`config.mk`:
```
export PLATFORM = sky130hd
export DESIGN_NAME = serial_addsub_n
export DESIGN_NICKNAME = d
export VERILOG_FILES = /design/src/rtl/arith_pkg.sv /design/src/rtl/fa_fs_cell.sv /design/src/rtl/serial_addsub_n.sv
export SDC_FILE = /design/constraint.sdc
export NUM_CORES = 1
export LEC_CHECK = 0
export CORE_MARGIN = 1
export CORE_UTILIZATION = 54
export CTS_BUF_LIST = sky130_fd_sc_hd__clkbuf_4 sky130_fd_sc_hd__clkbuf_8
export CTS_CLUSTER_SIZE = 25
export DETAILED_ROUTE_END_ITERATION = 12
export PLACE_DENSITY_LB_ADDON = 0.1
export SLEW_MARGIN = 10
export SYNTH_ARGS = -nofsm -noshare
export SYNTH_HDL_FRONTEND = slang
export SYNTH_SLANG_ARGS = --single-unit
```
`constraint.sdc`:
```
create_clock -name clk -period 1.7 [get_ports clk]
set_clock_uncertainty 0.05 [all_clocks]
set_input_delay 0.425 -clock clk [delete_from_list [all_inputs] [get_ports clk]]
set_output_delay 0.425 -clock clk [all_outputs]
set_load 0.005 [all_outputs]
```
`src/rtl/arith_pkg.sv`:
```
// Shared definitions for the bit-serial arithmetic blocks.
package arith_pkg;

    typedef enum logic {
        IDLE = 1'b0,
        BUSY = 1'b1
    } state_t;

    localparam logic MODE_SUB = 1'b0;
    localparam logic MODE_ADD = 1'b1;

endpackage

```
`src/rtl/fa_fs_cell.sv`:
```
// One-bit full subtractor / full adder cell; mode selects borrow or carry chain.
module fa_fs_cell
    import arith_pkg::*;
(
    input  logic a,
    input  logic b,
    input  logic q,
    input  logic mode,
    output logic s,
    output logic qn
);

    logic axb;

    assign axb = a ^ b;
    assign s   = axb ^ q;

    // Borrow propagates on equal bits, carry propagates on differing bits.
    always_comb begin
        qn = 1'b0;
        if (mode == MODE_ADD) begin
            qn = (a & b) | (axb & q);
        end else begin
            qn = (~a & b) | (~axb & q);
        end
    end

endmodule

```
`src/rtl/serial_addsub_n.sv`:
```
// Bit-serial WIDTH-bit subtractor/adder: one bit per clock, LSB first, single shared cell.
module serial_addsub_n
    import arith_pkg::*;
#(
    parameter int unsigned WIDTH = 8
) (
    input  logic             clk,
    input  logic             rst_n,
    input  logic             start,
    input  logic             mode,
    input  logic [WIDTH-1:0] a,
    input  logic [WIDTH-1:0] b,
    input  logic             ci,
    output logic             busy,
    output logic             done,
    output logic [WIDTH-1:0] result,
    output logic             co,
    output logic             ovf
);

    localparam int unsigned   CW   = $clog2(WIDTH + 1);
    localparam logic [CW-1:0] LAST = CW'(WIDTH - 1);

    state_t           state;
    logic [CW-1:0]    cnt;
    logic [WIDTH-1:0] a_sr;
    logic [WIDTH-1:0] b_sr;
    logic [WIDTH-1:0] r_sr;
    logic             q;
    logic             mode_r;
    logic             s;
    logic             qn;

    fa_fs_cell u_cell (
        .a    (a_sr[0]),
        .b    (b_sr[0]),
        .q    (q),
        .mode (mode_r),
        .s    (s),
        .qn   (qn)
    );

    // FSM, datapath shift registers and registered outputs.
    always_ff @(posedge clk or negedge rst_n) begin
        if (!rst_n) begin
            state  <= IDLE;
            cnt    <= '0;
            a_sr   <= '0;
            b_sr   <= '0;
            r_sr   <= '0;
            q      <= 1'b0;
            mode_r <= MODE_SUB;
            busy   <= 1'b0;
            done   <= 1'b0;
            result <= '0;
            co     <= 1'b0;
            ovf    <= 1'b0;
        end else begin
            done <= 1'b0;
            case (state)
                IDLE: begin
                    if (start) begin
                        a_sr   <= a;
                        b_sr   <= b;
                        r_sr   <= '0;
                        q      <= ci;
                        mode_r <= mode;
                        cnt    <= '0;
                        busy   <= 1'b1;
                        state  <= BUSY;
                    end
                end
                BUSY: begin
                    a_sr <= a_sr >> 1;
                    b_sr <= b_sr >> 1;
                    r_sr <= {s, r_sr[WIDTH-1:1]};
                    q    <= qn;
                    cnt  <= cnt + CW'(1);
                    // MSB step: q is the chain value into the MSB, qn the value out of it.
                    if (cnt == LAST) begin
                        result <= {s, r_sr[WIDTH-1:1]};
                        co     <= qn;
                        ovf    <= q ^ qn;
                        done   <= 1'b1;
                        busy   <= 1'b0;
                        state  <= IDLE;
                    end
                end
                default: state <= IDLE;
            endcase
        end
    end

endmodule
```
## After elaboration in Yosys (flattened, before gate mapping)

Index checks and enable logic that the tools add are counted.

- Register bits: 43
- Bits of input ports: 21
- Output and inout bits: 12
- Logic and storage cells: 50

- Add/subtract/negate cells: 1
- Equal/unequal tests: 3
- Muxes and demuxes: 19
- Bitwise logic cells: 12
- Reduce and logical (&&, ||, !) cells: 3

Operator list:

| operator | number |
|---|---|
| 8-bit one-hot mux with 2 select lines | 3 |
| 8-bit two-way mux | 3 |
| 1-bit two-way mux | 8 |
| 4-bit one-hot mux with 2 select lines | 1 |
| 1-bit one-hot mux with 2 select lines | 3 |
| 2-bit AND reduction | 3 |
| 4-bit by 1-bit adder with 4-bit output (second input constant) | 1 |
| 1-bit AND | 4 |
| 4-bit by 3-bit equality test with 1-bit output (second input constant) | 1 |
| 4-bit two-way mux | 1 |
| 1-bit NOT | 3 |
| 1-bit XOR | 3 |
| 2-bit by 1-bit != test with 1-bit output (second input constant) | 1 |
| 2-bit != test (second input constant) | 1 |
| 1-bit OR | 2 |

## Logic depth before layout (Yosys ltp)

Gate-level depths: netlist of run 1.

- Depth after elaboration: 6
- Mapped depth: 5
- Gate-level depth less buffers: 5

## By module

From an unflattened synthesis of run 1, not the netlist that was laid out.

- Cells, all modules: 156
- Area total of the unflattened synthesis: 1849.3 um2

By module, submodules not included:

| module | times used | cells an instance | area each (um2) | sequential area each (um2) |
|---|---|---|---|---|
| serial_addsub_n | 1 | 150 | 1793.0 | 1051.0 |
| fa_fs_cell | 1 | 6 | 56.3 | 0.0 |

## Worst setup path after synthesis of run 1

Ideal clock, no wire load.

- Path type: reg-to-reg
- Start point: register q
- End point: register ovf
- Setup time: 0.095 ns
- Arrival time: 1.283 ns
- Data required time: 1.555 ns
- Slack: 0.272 ns
- Stages on the path, launching flop included: 5
- Path buffers: 0
- Period minus slack after synthesis: 1.428 ns
- Path through: dfrtp_1 -> fa_1 -> and2_1 -> o21a_1 -> o31ai_1

- Word-level cells in the longest chain between the ends: 4
- Elaborated cells between the ends (all ways): 6
- Classes of those cells: 1 x mux; 5 x bitwise

RTL lines:

| element | line | source |
|---|---|---|
| start: declaration | serial_addsub_n.sv:29 | `logic q;` |
| start signal: assignment | serial_addsub_n.sv:66 | `q <= ci;` |
| start signal: assignment | serial_addsub_n.sv:77 | `q <= qn;` |
| 1-bit AND (on tied branches) | fa_fs_cell.sv:24, fa_fs_cell.sv:22 |  |
| 1-bit OR (on tied branches) | fa_fs_cell.sv:24, fa_fs_cell.sv:22 |  |
| 1-bit two-way mux | fa_fs_cell.sv:21 | `if (mode == MODE_ADD) begin` |
| 1-bit XOR * | serial_addsub_n.sv:83 | `ovf <= q ^ qn;` |
| end signal: assignment | serial_addsub_n.sv:83 |  |
| end: declaration | serial_addsub_n.sv:18 | `output logic ovf` |

Every way passes the cells marked *; elsewhere a longest branch is shown, timed or not.
A chain may end at the register's enable or synchronous reset.

## Final worst setup path of run 1

Same ends and word-level chain as after synthesis.

==> impl_results.md, run 1 <==
- Clock Tree Root: clkbuf_4
- Avg Vias per Cell: 5.22
- Post-synth EDFFs: 0
- First DRT Iteration DRCs: 26
- Die H: 60.6 um
- Worst Setup Path Type: flip-flop to flip-flop
- RePlAce Congestion: 0.748
- Worst setup EP type: flip-flop
- Final Critical Period: 1.54 ns
- Clock buffer depth: 2
- Yosys warning total: 0
- Leading cell type by number of instances after synthesis: dfrtp_1
- Final slew viol count: 0
- Final Hold Violating Endpoints: 0
- DP Wirelength: 2.54 mm
- Worst-path clk slew: 0.12 ns
- Grt total ovfl: 0
- Post-synthesis net count: 182
- Layout area overhead: 29.5%
- RSZ-0062 raised after global routing: no
- Worst hold slack: 0.440 ns
- PortBufs: 32
- CTS Sinks: 42
- Crit path launch type: flip-flop
- Hold Crit Class: flip-flop to flip-flop
- Fin crit share: 90.4%
- Antenna violations before repair: 0
- Ant diodes: 0
- Yosys top cell by area: dfrtp_1
- Peak supply drop: 0.961 mV
- R2r endpoint: ovf$_DFFE_PN0P_
- Outcome: complete, no violations
- Nets@finish: 226
- Avg Inst Size Synth: 11.7 um^2
- P per Cell Area: 1650 nW/um^2
- Reg2Reg Depth: 4
- Worst R2R Start: q$_DFFE_PN0P_
- Synth top cells by count: 42 x dfrtp_1, 23 x nand2_1, 22 x o21ai_0
- Number of nets with antenna violations after routing: 0
- Die area: 3670 um^2
- Leakage: 0.00121 uW
- Crit Path Max Fanout: 5
- I/O pins: 33
- Core Footprint: 3150 um^2
- Total chip power: 3970 uW
- Flop and latch count out of synthesis: 42
- Tightest Pin Transition: 0.488 ns
- Final WL: 3.50 mm
- TritonCTS clock tree: yes
- Site Rows: 20
- Drt pass-1 iters: 4
- Initial Utilization: 58.8%
- H-tree Lvls: 2
- Share of layout cells above drive strength 1: 15.8%
- Crit path DAT: 1.76 ns
- Yosys top cell area share: 56.6%
- Routed WL per cell: 14.2 um
- Post-Syn Area: 1860 um^2
- First-pass GRT wire length: 5.88 mm
- R2R Setup Slk: 0.16 ns
- Critical Path Source: q$_DFFE_PN0P_
- Via count: 1290
- Num CTS Buffers: 5
- Critical Path RT: 1.92 ns
- Max-Cap Viols: 0
- Unique cell type count in the Yosys netlist: 27
- Vias in the first global route: 1335
- Die Wd: 60.6 um
- Sequential area share after synthesis: 56.6%
- Ys async rst share: 100%
- Worst Setup EP: ovf$_DFFE_PN0P_
- Max_slew headroom: 67.5%
- Mapped Cells: 158
- Final Setup Violations: 0
- Largest cells by area after synthesis: dfrtp_1 57%, mux2i_1 9.2%, o21ai_0 5.9%
- Fmax: 0.651 GHz
- Global-route usage over all layers: 22.2%
- DRC violations left: 0
- Worst skew pair latency: 0.36 ns
- Largest net degree at the start of global routing: 28
- Top FF cell, synth: dfrtp_1
cell families (layout without fill, tap and decap cells):
logic type / Yosys count / in the layout / synth area share (%)
buffers and inverters: 12 / 57 / 3.51
XOR/XNOR: 2 / 2 / 0.944
adder cells (fa/ha/maj): 3 / 3 / 2.83
AND/OR/NAND/NOR: 43 / 43 / 11.4
AO/OA/AOI/OAI: 30 / 30 / 9.24
flip-flops: 42 / 42 / 56.6
multiplexers: 26 / 26 / 15.4
critical path, cell delays in order (launching register included):
cell	delay, ns
dfrtp_1	0.46
fa_1	0.43
and2_1	0.16
o21a_1	0.17
o31ai_1	0.18
sequential cells by signal, summed over array words and instances (netlist names):
signal  cells
co          1
result      8
q           1
done        1
state       1
a_sr        8
r_sr        7
cnt         4
ovf         1
mode_r      1
b_sr        8
busy        1
cells in the final DEF, fill, tap and decap left out, types with 2 or more instances in the layout:
master,count
dlygate4sd2_1,8
dlymetal6s2s_1,4
nor2_1,6
mux2_2,5
buf_4,12
o21ai_0,22
clkbuf_4,5
fa_1,2
nand2b_1,8
clkdlybuf4s50_1,19
dfrtp_1,42
inv_1,3
mux2_4,4
nor2b_1,2
bufinv_16,2
mux2i_1,17
a22o_1,3
nand2_1,23
through the flow:
| step | setup slack, ns | setup TNS (ns) | cell area [um^2] | cells | utilization, % |
|---|---|---|---|---|---|
| floorplan | 0.272 | 0 | 1860 | 158 | - |
| detailed placement | -0.0374 | -0.0995 | 2230 | 231 | 70.7 |
| global route | 0.0376 | 0 | 2400 | 247 | 76.2 |
| global placement | -0.0294 | -0.0294 | 2230 | 231 | 70.7 |
| finish | 0.163 | 0 | 2400 | 247 | 76.2 |
| CTS | 0.000276 | 0 | 2390 | 246 | 75.7 |
layer usage:
layer  vias up  GRT usage [%]  routed length (um)
met5         -              0                   0
met2        26           38.8                1780
li1        619              -                   -
met3         5           5.76                 129
met1       640           27.0                1550
met4         0           6.82                  41
layout make-up:
cell class	instances	area, um^2
multi-input cells	104	739
clock buffers	6	51.3
inverters	3	11.3
fillers	226	749
well taps	44	55.1
repair buffers	46	435
clock inverters	2	60.1
flip-flops and latches	42	1050
report_power, final:
part           leakage (uW)  internal, uW  switching (uW)
combinational      0.000616           789             641
clock             0.0000585           498             314
sequential         0.000539          1420             316
worst min path at each step:
stage / depth (start not counted) / from / endpoint
floorplan: 0 / rst_n / a_sr[0]$_DFFE_PN0P_
global placement: 1 / rst_n / result[0]$_DFFE_PN0P_
detailed placement: 1 / rst_n / result[0]$_DFFE_PN0P_
CTS: 2 / co$_DFFE_PN0P_ / co$_DFFE_PN0P_
global route: 2 / a_sr[5]$_DFFE_PN0P_ / a_sr[4]$_DFFE_PN0P_
finish: 2 / co$_DFFE_PN0P_ / co$_DFFE_PN0P_
what timing repair did:
action / in CTS / in global routing
endpoints found under the setup margin: 9 / 4
setup buffers: 6 / 1
gates resized for setup: 8 / 4
hold buffers: 1 / 0
hold endpoints to repair: 20 / 0
No activity file was read; power rests on OpenSTA's default activity.
==> run 2: changes to the inputs <==
ABC_AREA = 1   (was unset)
CORE_UTILIZATION = 53   (was 54)
SYNTH_HIERARCHICAL = 1   (was unset)
==> run 2 against run 1 <==
Effect of this change:
- final area decreased by 4.5%
- wire length down 2.2%
- setup slack got worse by 0.13 ns
- core utilization shrank 2.8 points
- sequential share of layout area increased by 2.0 points
- largest power group unchanged
- largest cell class unchanged
- clock-buffer cell count is 1 higher
- combinational power fell by 3%
==> impl_results.md, run 2 <==
- Die area: 3590 um^2 (was 3670 um^2)
- Largest cells by area after synthesis: dfrtp_1 59%, nand2_1 22%, nand3_1 4.8% (was dfrtp_1 57%, mux2i_1 9.2%, o21ai_0 5.9%)
- Initial Utilization: 56.8% (was 58.8%)
- Setup slack after layout: 0.0341 ns (was 0.163 ns)
- Grt total ovfl: 0 (unchanged)
- Buf/Inv on CP: 1 (was 0)
- Avg Inst Size Synth: 8.67 um^2 (was 11.7 um^2)
- R2R Setup Slk: 0.16 ns (about the same)
- Worst Setup EP: result[6] (was ovf$_DFFE_PN0P_)
- Met3 wire len: 147 um (was 129 um)
- CP max-delay cell: clkdlybuf4s50_1 (was dfrtp_1)
- Clock Tree Root: clkbuf_4 (unchanged)
- Ys async rst share: 100% (unchanged)
- RePlAce Congestion: 0.799 (was 0.748)
- Post-Syn Area: 1780 um^2 (was 1860 um^2)
- Num CTS Buffers: 5 (unchanged)
- CTS Sinks: 42 (unchanged)
- Nets@finish: 275 (was 226)
- Critical Path Source: result[6]$_DFFE_PN0P_ (was q$_DFFE_PN0P_)
- Core Footprint: 3130 um^2 (was 3150 um^2)
- Setup TNS: 0 ns (unchanged)
- Via count: 1435 (was 1290)
- Share of layout cells above drive strength 1: 10.4% (was 15.8%)
- Number of fill cells: 246 (was 226)
- Worst-path clk slew: 0.10 ns (was 0.12 ns)
- Max-Cap Viols: 0 (unchanged)
- Worst skew pair latency: 0.34 ns (was 0.36 ns)
- Drt pass-1 iters: 4 (unchanged)
- Crit path launch type: flip-flop (unchanged)
- Routed WL per cell: 11.6 um (was 14.2 um)
- Outcome: complete, no violations (unchanged)
- DRC violations left: 0 (unchanged)
- Commonest cells after routing, fill and taps aside: 102 x nand2_1, 42 x dfrtp_1, 21 x clkdlybuf4s50_1 (was 42 x dfrtp_1, 23 x nand2_1, 22 x o21ai_0)
- Leakage: 0.00128 uW (was 0.00121 uW)
- Tightest Pin Transition: 0.489 ns (was 0.488 ns)
- Fin crit share: 98.0% (was 90.4%)
- Sequential area share after synthesis: 59.1% (was 56.6%)
- Reg2Reg Depth: 8 (was 4)
- Crit path DAT: 1.19 ns (was 1.76 ns)
- PortBufs: 32 (unchanged)
- Yosys top cell area share: 59.1% (was 56.6%)
- Crit path cell chain: clkdlybuf4s50_1 (was fa_1 -> and2_1 -> o21a_1 -> o31ai_1)
- Mapped Cells: 205 (was 158)
- Leading cell type by number of instances after synthesis: nand2_1 (was dfrtp_1)
- Flop and latch count out of synthesis: 42 (unchanged)
- Top FF cell, synth: dfrtp_1 (unchanged)
- Synth top cells by count: 102 x nand2_1, 42 x dfrtp_1, 17 x nand3_1 (was 42 x dfrtp_1, 23 x nand2_1, 22 x o21ai_0)
- Cell count along the critical path: 1 (was 4)
- Final Hold Violating Endpoints: 0 (unchanged)
- Antenna violations before repair: 0 (unchanged)
- Largest net degree at the start of global routing: 20 (was 28)
- Die Wd: 59.9 um (was 60.6 um)
- Clock buffer depth: 2 (unchanged)
- Final WL: 3.42 mm (was 3.50 mm)
- Yosys warning total: 6 (was 0)
- R2r endpoint: ovf$_DFFE_PN0P_ (unchanged)
- Util after Layout: 73.4% (was 76.2%)
- Hold Crit Class: flip-flop to flip-flop (unchanged)
- Top layer in use: met4 (unchanged)
- Avg Vias per Cell: 4.86 (was 5.22)
- Most common cell after layout, fill and taps aside: nand2_1 (was dfrtp_1)
- Worst slack, placed: 0.0459 ns (was -0.0374 ns)
- TritonCTS clock tree: yes (unchanged)
- Crit Path Max Fanout: 2 (was 5)
- Worst R2R Start: b_sr[0]$_DFFE_PN0P_ (was q$_DFFE_PN0P_)
- Ant diodes: 0 (unchanged)
- Yosys top cell by area: dfrtp_1 (unchanged)
- Worst Setup Path Type: flip-flop to primary output (was flip-flop to flip-flop)
- Delay-heaviest family, CP: buffers and inverters (was flip-flops)
- Final Setup Violations: 0 (unchanged)
- First-pass GRT wire length: 5.62 mm (was 5.88 mm)
- Vias in the first global route: 1295 (was 1335)
- First DRT Iteration DRCs: 88 (was 26)
- Peak supply drop: 0.873 mV (was 0.961 mV)
- H-tree Lvls: 2 (unchanged)
- I/O pins: 33 (unchanged)
- Unique cell type count in the Yosys netlist: 17 (was 27)
- Die H: 59.9 um (was 60.6 um)
- Final slew viol count: 0 (unchanged)
- Post-synthesis net count: 229 (was 182)
- P per Cell Area: 1520 nW/um^2 (was 1650 nW/um^2)
- Layout area overhead: 29.1% (was 29.5%)
- WHS Path Cells: 2 (unchanged)
- Critical Path RT: 1.22 ns (was 1.92 ns)
- DP Wirelength: 2.42 mm (was 2.54 mm)
- Crit path largest cell delay: 0.50 ns (was 0.46 ns)
- Final Critical Period: 1.67 ns (was 1.54 ns)
- Met2 wire len: 1.76 mm (was 1.78 mm)
- Number of nets with antenna violations after routing: 0 (unchanged)
- Top flop regs: a_sr (8), b_sr (8), result (8) (unchanged)
- Fmax: 0.600 GHz (was 0.651 GHz)
- Met1 wire length: 1.49 mm (was 1.55 mm)
- Site Rows: 20 (unchanged)
- Worst setup EP type: primary output (was flip-flop)
- Global-route usage over all layers: 22.0% (was 22.2%)
- Post-synth EDFFs: 0 (unchanged)
- Max_slew headroom: 67.3% (was 67.5%)
run 2: kinds of logic after synthesis:
| kind of cell | Yosys count | share of synthesized area (%) |
|---|---|---|
| DFF | 42 | 59.1 |
| and+or+nand+nor | 126 | 28.5 |
| AOI/OAI and AO/OA | 11 | 3.45 |
| adders and majority gates | 3 | 2.96 |
| buffers and inverters | 23 | 5.98 |
run 2: worst min-delay path by stage:
stage,slack [ns],start,end
detailed placement,0.33,rst_n,result[1]$_DFFE_PN0P_
CTS,0.44,r_sr[1]$_DFFE_PN0P_,result[0]$_DFFE_PN0P_
global placement,0.32,rst_n,result[0]$_DFFE_PN0P_
floorplan,0.08,rst_n,a_sr[0]$_DFFE_PN0P_
finish,0.43,r_sr[2]$_DFFE_PN0P_,result[1]$_DFFE_PN0P_
global route,0.46,r_sr[2]$_DFFE_PN0P_,result[1]$_DFFE_PN0P_
run 2: per-layer routing:
layer	vias to the layer above	global-route usage, %
li1	725	-
met1	675	27.4
met2	31	35.4
met3	4	7.14
met4	0	8.64
met5	-	0
run 2: where the power goes:
group | internal (uW) | switching (uW)
Clock | 188 | 291
Sequential | 1390 | 237
Combinational | 667 | 709
run 2: metrics by stage:
step	power, uW	area [um^2]	hold slack [ns]	instances
2_1_floorplan	2410	1780	0.0794	205
3_3_place_gp	2860	2160	0.322	280
3_5_place_dp	2950	2160	0.327	280
4_1_cts	3450	2230	0.437	290
5_1_grt	3790	2300	0.463	295
6_report	3480	2300	0.432	295
run 2: tightest hold or removal path: stages (launching register included):
cell and delay (ns):
dfrtp_1 0.36, nand2_1 0.06, nand2_1 0.05
run 2: area by class of cell:
| type | count | area (um^2) | share of cell area [%] |
|---|---|---|---|
| clock buffer | 7 | 52.6 | 2.29 |
| inverter | 17 | 63.8 | 2.78 |
| multi-input combinational | 140 | 624 | 27.2 |
| sequential | 42 | 1050 | 45.8 |
| tap | 44 | 55.1 | 2.40 |
| timing repair buffer | 45 | 449 | 19.6 |
run 2: repair_timing:
action                                  4_1_cts  5_1_grt
setup buffers                                 2        5
hold endpoints to repair                     17        0
resized for setup                             1       10
hold buffers                                  1        0
endpoints found under the setup margin        2       11
==> run 3: changes to the inputs <==
CORE_MARGIN = unset   (was 1)
==> results of run 3 <==
Same layout as run 2: the final DEF is identical, and so are final timing and power.
==> edit 1 (config.mk and constraints of run 3) <==
Make the reset (`rst_n`) synchronous in one clocked block.
--- a/src/rtl/serial_addsub_n.sv
+++ b/src/rtl/serial_addsub_n.sv
@@ -41,7 +41,7 @@
     );
 
     // FSM, datapath shift registers and registered outputs.
-    always_ff @(posedge clk or negedge rst_n) begin
+    always_ff @(posedge clk) begin
         if (!rst_n) begin
             state  <= IDLE;
             cnt    <= '0;
Check against the original RTL: differs if rst_n is asserted again (counterexample within 4 cycles, from zero or initial values and one cycle with rst_n low); with rst_n held inactive, the same outputs for 10 cycles.
==> edit 1 against run 3 <==
  * Routed wire length up 2.5%
  * Worst setup slack improved by 0.14 ns
  * Synthesized area grew 0.56%
  * Sequential cell count stayed put
  * Cell area decreased by 1.1%
Power is not compared: it rests on default switching activity, and its combinational part moved more than twofold at a synthesized area within 25%.
==> edit 1: results (changes against run 3) <==
The number of global-route vias before repair came to 1430 (was 1295). The layout buffer count excluding clock buffers was 41 (was 45). The path type of the worst min-delay path is register to register (unchanged). The fraction of area in registers is 37.7% (was 45.8%).

The count of buffers added by post-CTS timing repair for setup is 0 (was 2). The multi-input combinational cell count is 168 (was 140). The xor-xnor portion of the synthesized cell area came out at 0.490% (was 0%). The worst-case IR drop observed on VDD is ~0.61 mV. The share of flip-flops with an asynchronous set or reset came out at 0% (was 100%). The share of the synthesized area in compound gates (AO/OA/AOI/OAI) came out at 4.48% (was 3.45%). The maximum level of the CTS H-tree came out at 2 (unchanged). Post-synth top cells: nand2_1 (94), dfxtp_1 (42), nand3_1 (42), inv_1 (21), a21oi_1 (12) (was nand2_1 (102), dfrtp_1 (42), nand3_1 (17), inv_1 (15)). The number of distinct library cells after synthesis is 20 (was 17).

The clock latency at the later pin of the worst-skew pair is 0.35 ns. The net count after synthesis came out at 270 (was 229). The largest net degree at the start of global routing is 28 (was 20). Biggest regs: a_sr: 8 flops, b_sr: 8 flops, result: 8 flops (unchanged). The fraction of area in multi-input gates came out at 33.6% (was 27.2%). The clock transition time at the flip-flop clock pins of the worst setup and hold paths is 0.12 ns (was 0.10 ns). The standard cell with the maximum stage delay on the critical path is dfxtp_1 (was clkdlybuf4s50_1). The largest stage delay on the critical path is 0.60 ns (was 0.50 ns). Run status: complete, no violations (unchanged). The wire length after detailed routing came out at 3510 um (was 3420 um). The register area share after synthesis is 47.0% (was 59.1%). The global routing usage summed across all routing layers was 22.1% (was 22.0%). The maximum buffer depth of the clock tree came out at 2 (unchanged). The quantity of gates resized following cts is 4 (was 1).

The share of synthesized cell area in full adder, half adder and majority cells is 2.94% (was 2.96%). The number of nets at the end of the flow came out at 304 (was 275). The detailed-routing iteration count for the pre-antenna-repair pass was 4 (unchanged). The first-iteration detailed-routing DRC count came out at 73 (was 88). The measured slew at the worst slew-check pin came to 0.514 ns (was 0.489 ns). The number of port buffers came out at 32 (unchanged). The via count came to 1593 (was 1435). The weighted congestion at the end of routability-driven global placement is 0.711 (was 0.799). The cell family with the largest share of critical-path delay is simple AND/OR/NAND/NOR gates (was buffers and inverters). The global-route wire length before repair came out at 5950 um (was 5620 um).

The root cell of the clock tree is clkbuf_4 (unchanged). The number of fill cells in the layout is 279 (was 246). The layout cell share with drive strength beyond 1 came out at 11.0% (was 10.4%). The CTS buffer count is 5 (unchanged).

The non-clock buffer contribution to total cell area was 19.9% (was 19.6%). The flip-flop and latch count is 42 (unchanged). The number of non-clock inverters is 22 (was 17). In this run the static leakage power is about 1.2 nW. The maximum fanout along the worst path came out at 12 (was 2). The number of antenna violations at the first check in global routing is 0 (unchanged). Synth area leaders: dfxtp_1 (47%), nand2_1 (20%), nand3_1 (12%) (was dfrtp_1 (59%), nand2_1 (22%), nand3_1 (4.8%)). The number of antenna diodes is 0 (unchanged).

The clock-cell share of area came out at 2.81% (was 2.29%). The detailed placer's ending HPWL came out at 2440 um (was 2420 um). The Yosys warning count came out at 6 (unchanged). The post-synthesis mux area share is 0% (unchanged). The count of clock-net buffers in the final layout is 6 (was 7).
==> edit 1: cell types whose count changed after synthesis, moves of 3 or more <==
cell / run 3 / this run
buf_4: 5 / 2
dfrtp_1: 42 / 0
nand2_1: 102 / 94
o22ai_1: 5 / 0
a21oi_1: 1 / 12
inv_1: 15 / 21
buf_6: 0 / 5
dfxtp_1: 0 / 42
buf_2: 1 / 4
nand3_1: 17 / 42
nor2_1: 4 / 9
==> edit 1: path summary, 6_finish.rpt <==
kind	startpoint	endpoint	slack [ns]	cells past startpoint
setup / recovery	state	state	0.17	3
hold / removal	r_sr[1]	result[0]	0.40	2
setup reg to reg	state	state	0.17	3
hold reg to reg	r_sr[1]	result[0]	0.40	2
==> edit 1: power by group <==
| part | internal (W) | switching, W | total, W | leakage, nW |
|---|---|---|---|---|
| registers | 0.00102 | 0.0000266 | 0.00104 | 0.347 |
| logic | 0.000108 | 0.000109 | 0.000217 | 0.851 |
| clock network | 0.000199 | 0.000329 | 0.000528 | 0.0343 |
==> edit 1: kinds of logic after synthesis <==
group / Yosys count
flops: 42
simple gates: 148
xor+xnor: 1
compound gates: 16
buf+inv: 36
fa+ha+maj: 3
==> edit 1: through the flow <==
step | utilization, % | area [sq um] | setup slack [ns] | instances | hold slack [ns]
floorplan | - | 1790 | 0.330 | 246 | 0.376
global placement | 69.2 | 2170 | 0.0909 | 317 | 0.393
detailed placement | 69.2 | 2170 | 0.0705 | 317 | 0.397
CTS | 71.4 | 2230 | 0.00268 | 325 | 0.408
global route | 72.6 | 2270 | 0.00763 | 325 | 0.427
finish | 72.6 | 2270 | 0.172 | 325 | 0.403
==> edit 1: routing by layer <==
layer,global-route usage [%],share of wire (%)
met1,26.7,47
met2,37.0,49
met3,6.93,3.3
met4,7.64,0.77
met5,0,0
==> edit 2 (config.mk and constraints of run 3) <==
Made on the original files. Change the parameter `WIDTH` from 8 to 16.
--- a/src/rtl/serial_addsub_n.sv
+++ b/src/rtl/serial_addsub_n.sv
@@ -2,7 +2,7 @@
 module serial_addsub_n
     import arith_pkg::*;
 #(
-    parameter int unsigned WIDTH = 8
+    parameter int unsigned WIDTH = 16
 ) (
     input  logic             clk,
     input  logic             rst_n,
Interface: changed (resized a, b and result); port bits go from 33 to 57. No check against the original RTL was run, so the function may have changed too.
==> edit 2 against run 3 <==
  * Synthesized area grew 74%
  * Hold slack lost 0.0025 ns
  * Maximum frequency decreased by 0.30%
  * Highest routed layer unchanged
  * Via count increased by 72%
  * Sequential cell count grew 33
  * Worst setup slack worse by 0.0051 ns
  * Cell area grew 80%
  * Power grew 92%
  * Sequential share of layout area shrank 0.47 points
  * Routed wire length increased by 83%
  * Largest power group unchanged
  * Core utilization up 0.92 points
  * Register-to-register slack about the same
==> edit 2: results (changes against run 3) <==
The clock latency at the later pin of the worst-skew pair is 0.35 ns. The detailed-route wire length per cell came out at 12.8 um (was 11.6 um). The first-iteration detailed-routing DRC count came to 146 (was 88). The global-route wire length before repair is 10700 um (was 5620 um). The CTS buffer count is 9 (was 5). Biggest regs: a_sr: 16 flops, b_sr: 16 flops, result: 16 flops (was a_sr: 8 flops, b_sr: 8 flops, result: 8 flops).

The average via count per standard cell came out at 5.05 (was 4.86). The weighted congestion at the end of routability-driven global placement is 0.764 (was 0.799). The number of distinct library cells after synthesis came out at 21 (was 17). The number of nets at the end of the flow came to 455 (was 275). The cell family with the largest share of critical-path delay was buffers and inverters (unchanged). The Yosys warning count was 6 (unchanged). The number of antenna violations at the first check in global routing came out at 0 (unchanged).

The clock transition time at the flip-flop clock pins of the worst setup and hold paths is 0.08 ns (was 0.10 ns). The root cell of the clock tree is clkbuf_8 (was clkbuf_4). The maximum buffer depth of the clock tree came to 2 (unchanged). Synth area leaders: dfrtp_1 (61%), nand2_1 (17%), nand3_1 (5.5%) (was dfrtp_1 (59%), nand2_1 (22%), nand3_1 (4.8%)). The leakage power of the design is 2.13 nW (was 1.28 nW). The switching power as a share of total power came to 31.9% (was 35.5%). The number of setup violations in the final report is 0 (unchanged). The worst slew margin relative to its limit is 69.6% (was 67.3%). The global routing usage summed across all routing layers is 23.2% (was 22.0%). Post-synth top cells: nand2_1 (137), dfrtp_1 (75), nand3_1 (34), inv_1 (26), o21ai_0 (18) (was nand2_1 (102), dfrtp_1 (42), nand3_1 (17), inv_1 (15)). The remaining number of nets flagged by the antenna check after routing came out at 0 (unchanged). The net count after synthesis is 380 (was 229). The largest net degree at the start of global routing came out at 42 (was 20). Run status: complete, no violations (unchanged).

The register area share after synthesis came out at 60.7% (was 59.1%). The number of global-route vias before repair is 2386 (was 1295). The worst-case vdd ir drop came out at 0.823 mV (was 0.873 mV).

The detailed placer's ending HPWL came out at 4190 um (was 2420 um). The standard cell area after detailed placement came out at 0.00380 sq mm (was 0.00216 sq mm). The number of port buffers came out at 56 (was 32). The layout cell share with drive strength beyond 1 came out at 11.2% (was 10.4%). The path type of the worst min-delay path was primary input to async pin (was register to register). The detailed-routing iteration count for the pre-antenna-repair pass is 7 (was 4). The largest stage delay on the critical path came out at 0.50 ns (about the same). The maximum fanout along the worst path came out at 2 (unchanged). The maximum level of the CTS H-tree came out at 3 (was 2).

The share of flip-flops with an asynchronous set or reset came out at 100% (unchanged).
-- edit 2: cell count changes in the layout (fill, tap and decap cells not counted), sizes merged, moves of 3 or more --
| cell | run 3 | this run |
|---|---|---|
| buf | 13 | 24 |
| bufinv | 0 | 3 |
| clkdlybuf4s50 | 21 | 42 |
| clkinv | 0 | 3 |
| dfrtp | 42 | 75 |
| dlygate4sd2 | 1 | 6 |
| inv | 17 | 29 |
| nand2 | 103 | 138 |
| nand3 | 17 | 34 |
| nor2 | 6 | 3 |
| o21ai | 5 | 19 |
| o22ai | 5 | 16 |
-- edit 2: cells by family (layout without fill, tap and decap cells) --
family	after synthesis	in the layout	share of synthesized area (%)
AND/OR/NAND/NOR	176	176	23.1
adder cells (fa/ha/maj)	5	5	2.51
AO/OA/AOI/OAI	37	37	6.72
buffers and inverters	45	125	6.92
flip-flops	75	75	60.7
-- edit 2: metal layers --
| layer | vias to the layer above | GRT usage [%] | part of all wire, % |
|---|---|---|---|
| met5 | - | 0 | 0 |
| met2 | 66 | 38.9 | 50 |
| met1 | 1171 | 27.9 | 44 |
| met3 | 14 | 4.19 | 4.3 |
| li1 | 1222 | - | - |
| met4 | 0 | 14.3 | 2.3 |
-- edit 2: worst paths after layout --
check                      slack (ns)       from  depth (start not counted)    endpoint
setup / recovery                 0.03  result[4]                          1   result[4]
hold / removal                   0.43      rst_n                          2   result[2]
setup reg to reg                 0.16     cnt[0]                          7  result[12]
hold reg to reg                  0.44   a_sr[15]                          2    a_sr[15]
max in group asynchronous        0.66      rst_n                          3    a_sr[12]
min in group clk                 0.44   a_sr[15]                          2    a_sr[15]
-- edit 2: stage by stage --
| stage | setup slack (ns) | cells | hold slack, ns |
|---|---|---|---|
| floorplan | 0.148 | 338 | 0.0794 |
| global placement | 0.113 | 464 | 0.262 |
| detailed placement | 0.0839 | 464 | 0.264 |
| CTS | 0.00433 | 483 | 0.429 |
| global route | -0.00463 | 490 | 0.451 |
| finish | 0.0291 | 490 | 0.430 |
-- edit 2: what timing repair did --
item	in CTS	in global routing
hold endpoints to repair	17	0
hold buffers	1	0
setup endpoints to repair	7	22
gates resized for setup	6	12
gates cloned	0	1
buffers inserted	2	6
-- edit 2: power by group through the flow --
stage	clock (W)	sequential [W]	combinational [W]
global placement	0	0.00288	0.00201
finish	0.00163	0.00287	0.00219
global route	0.00171	0.00296	0.00247
floorplan	0	0.00284	0.00125
CTS	0.00165	0.00289	0.00213
detailed placement	0	0.00291	0.00212
-- edit 2: final cells by class --
cell class              instances  area (sq um)
repair buffers                 80           821
fillers                       444          1430
well taps                      72          90.1
inverters                      29           111
clock buffers                   9           124
multi-input cells             218          1000
clock inverters                 7           116
flip-flops and latches         75          1880
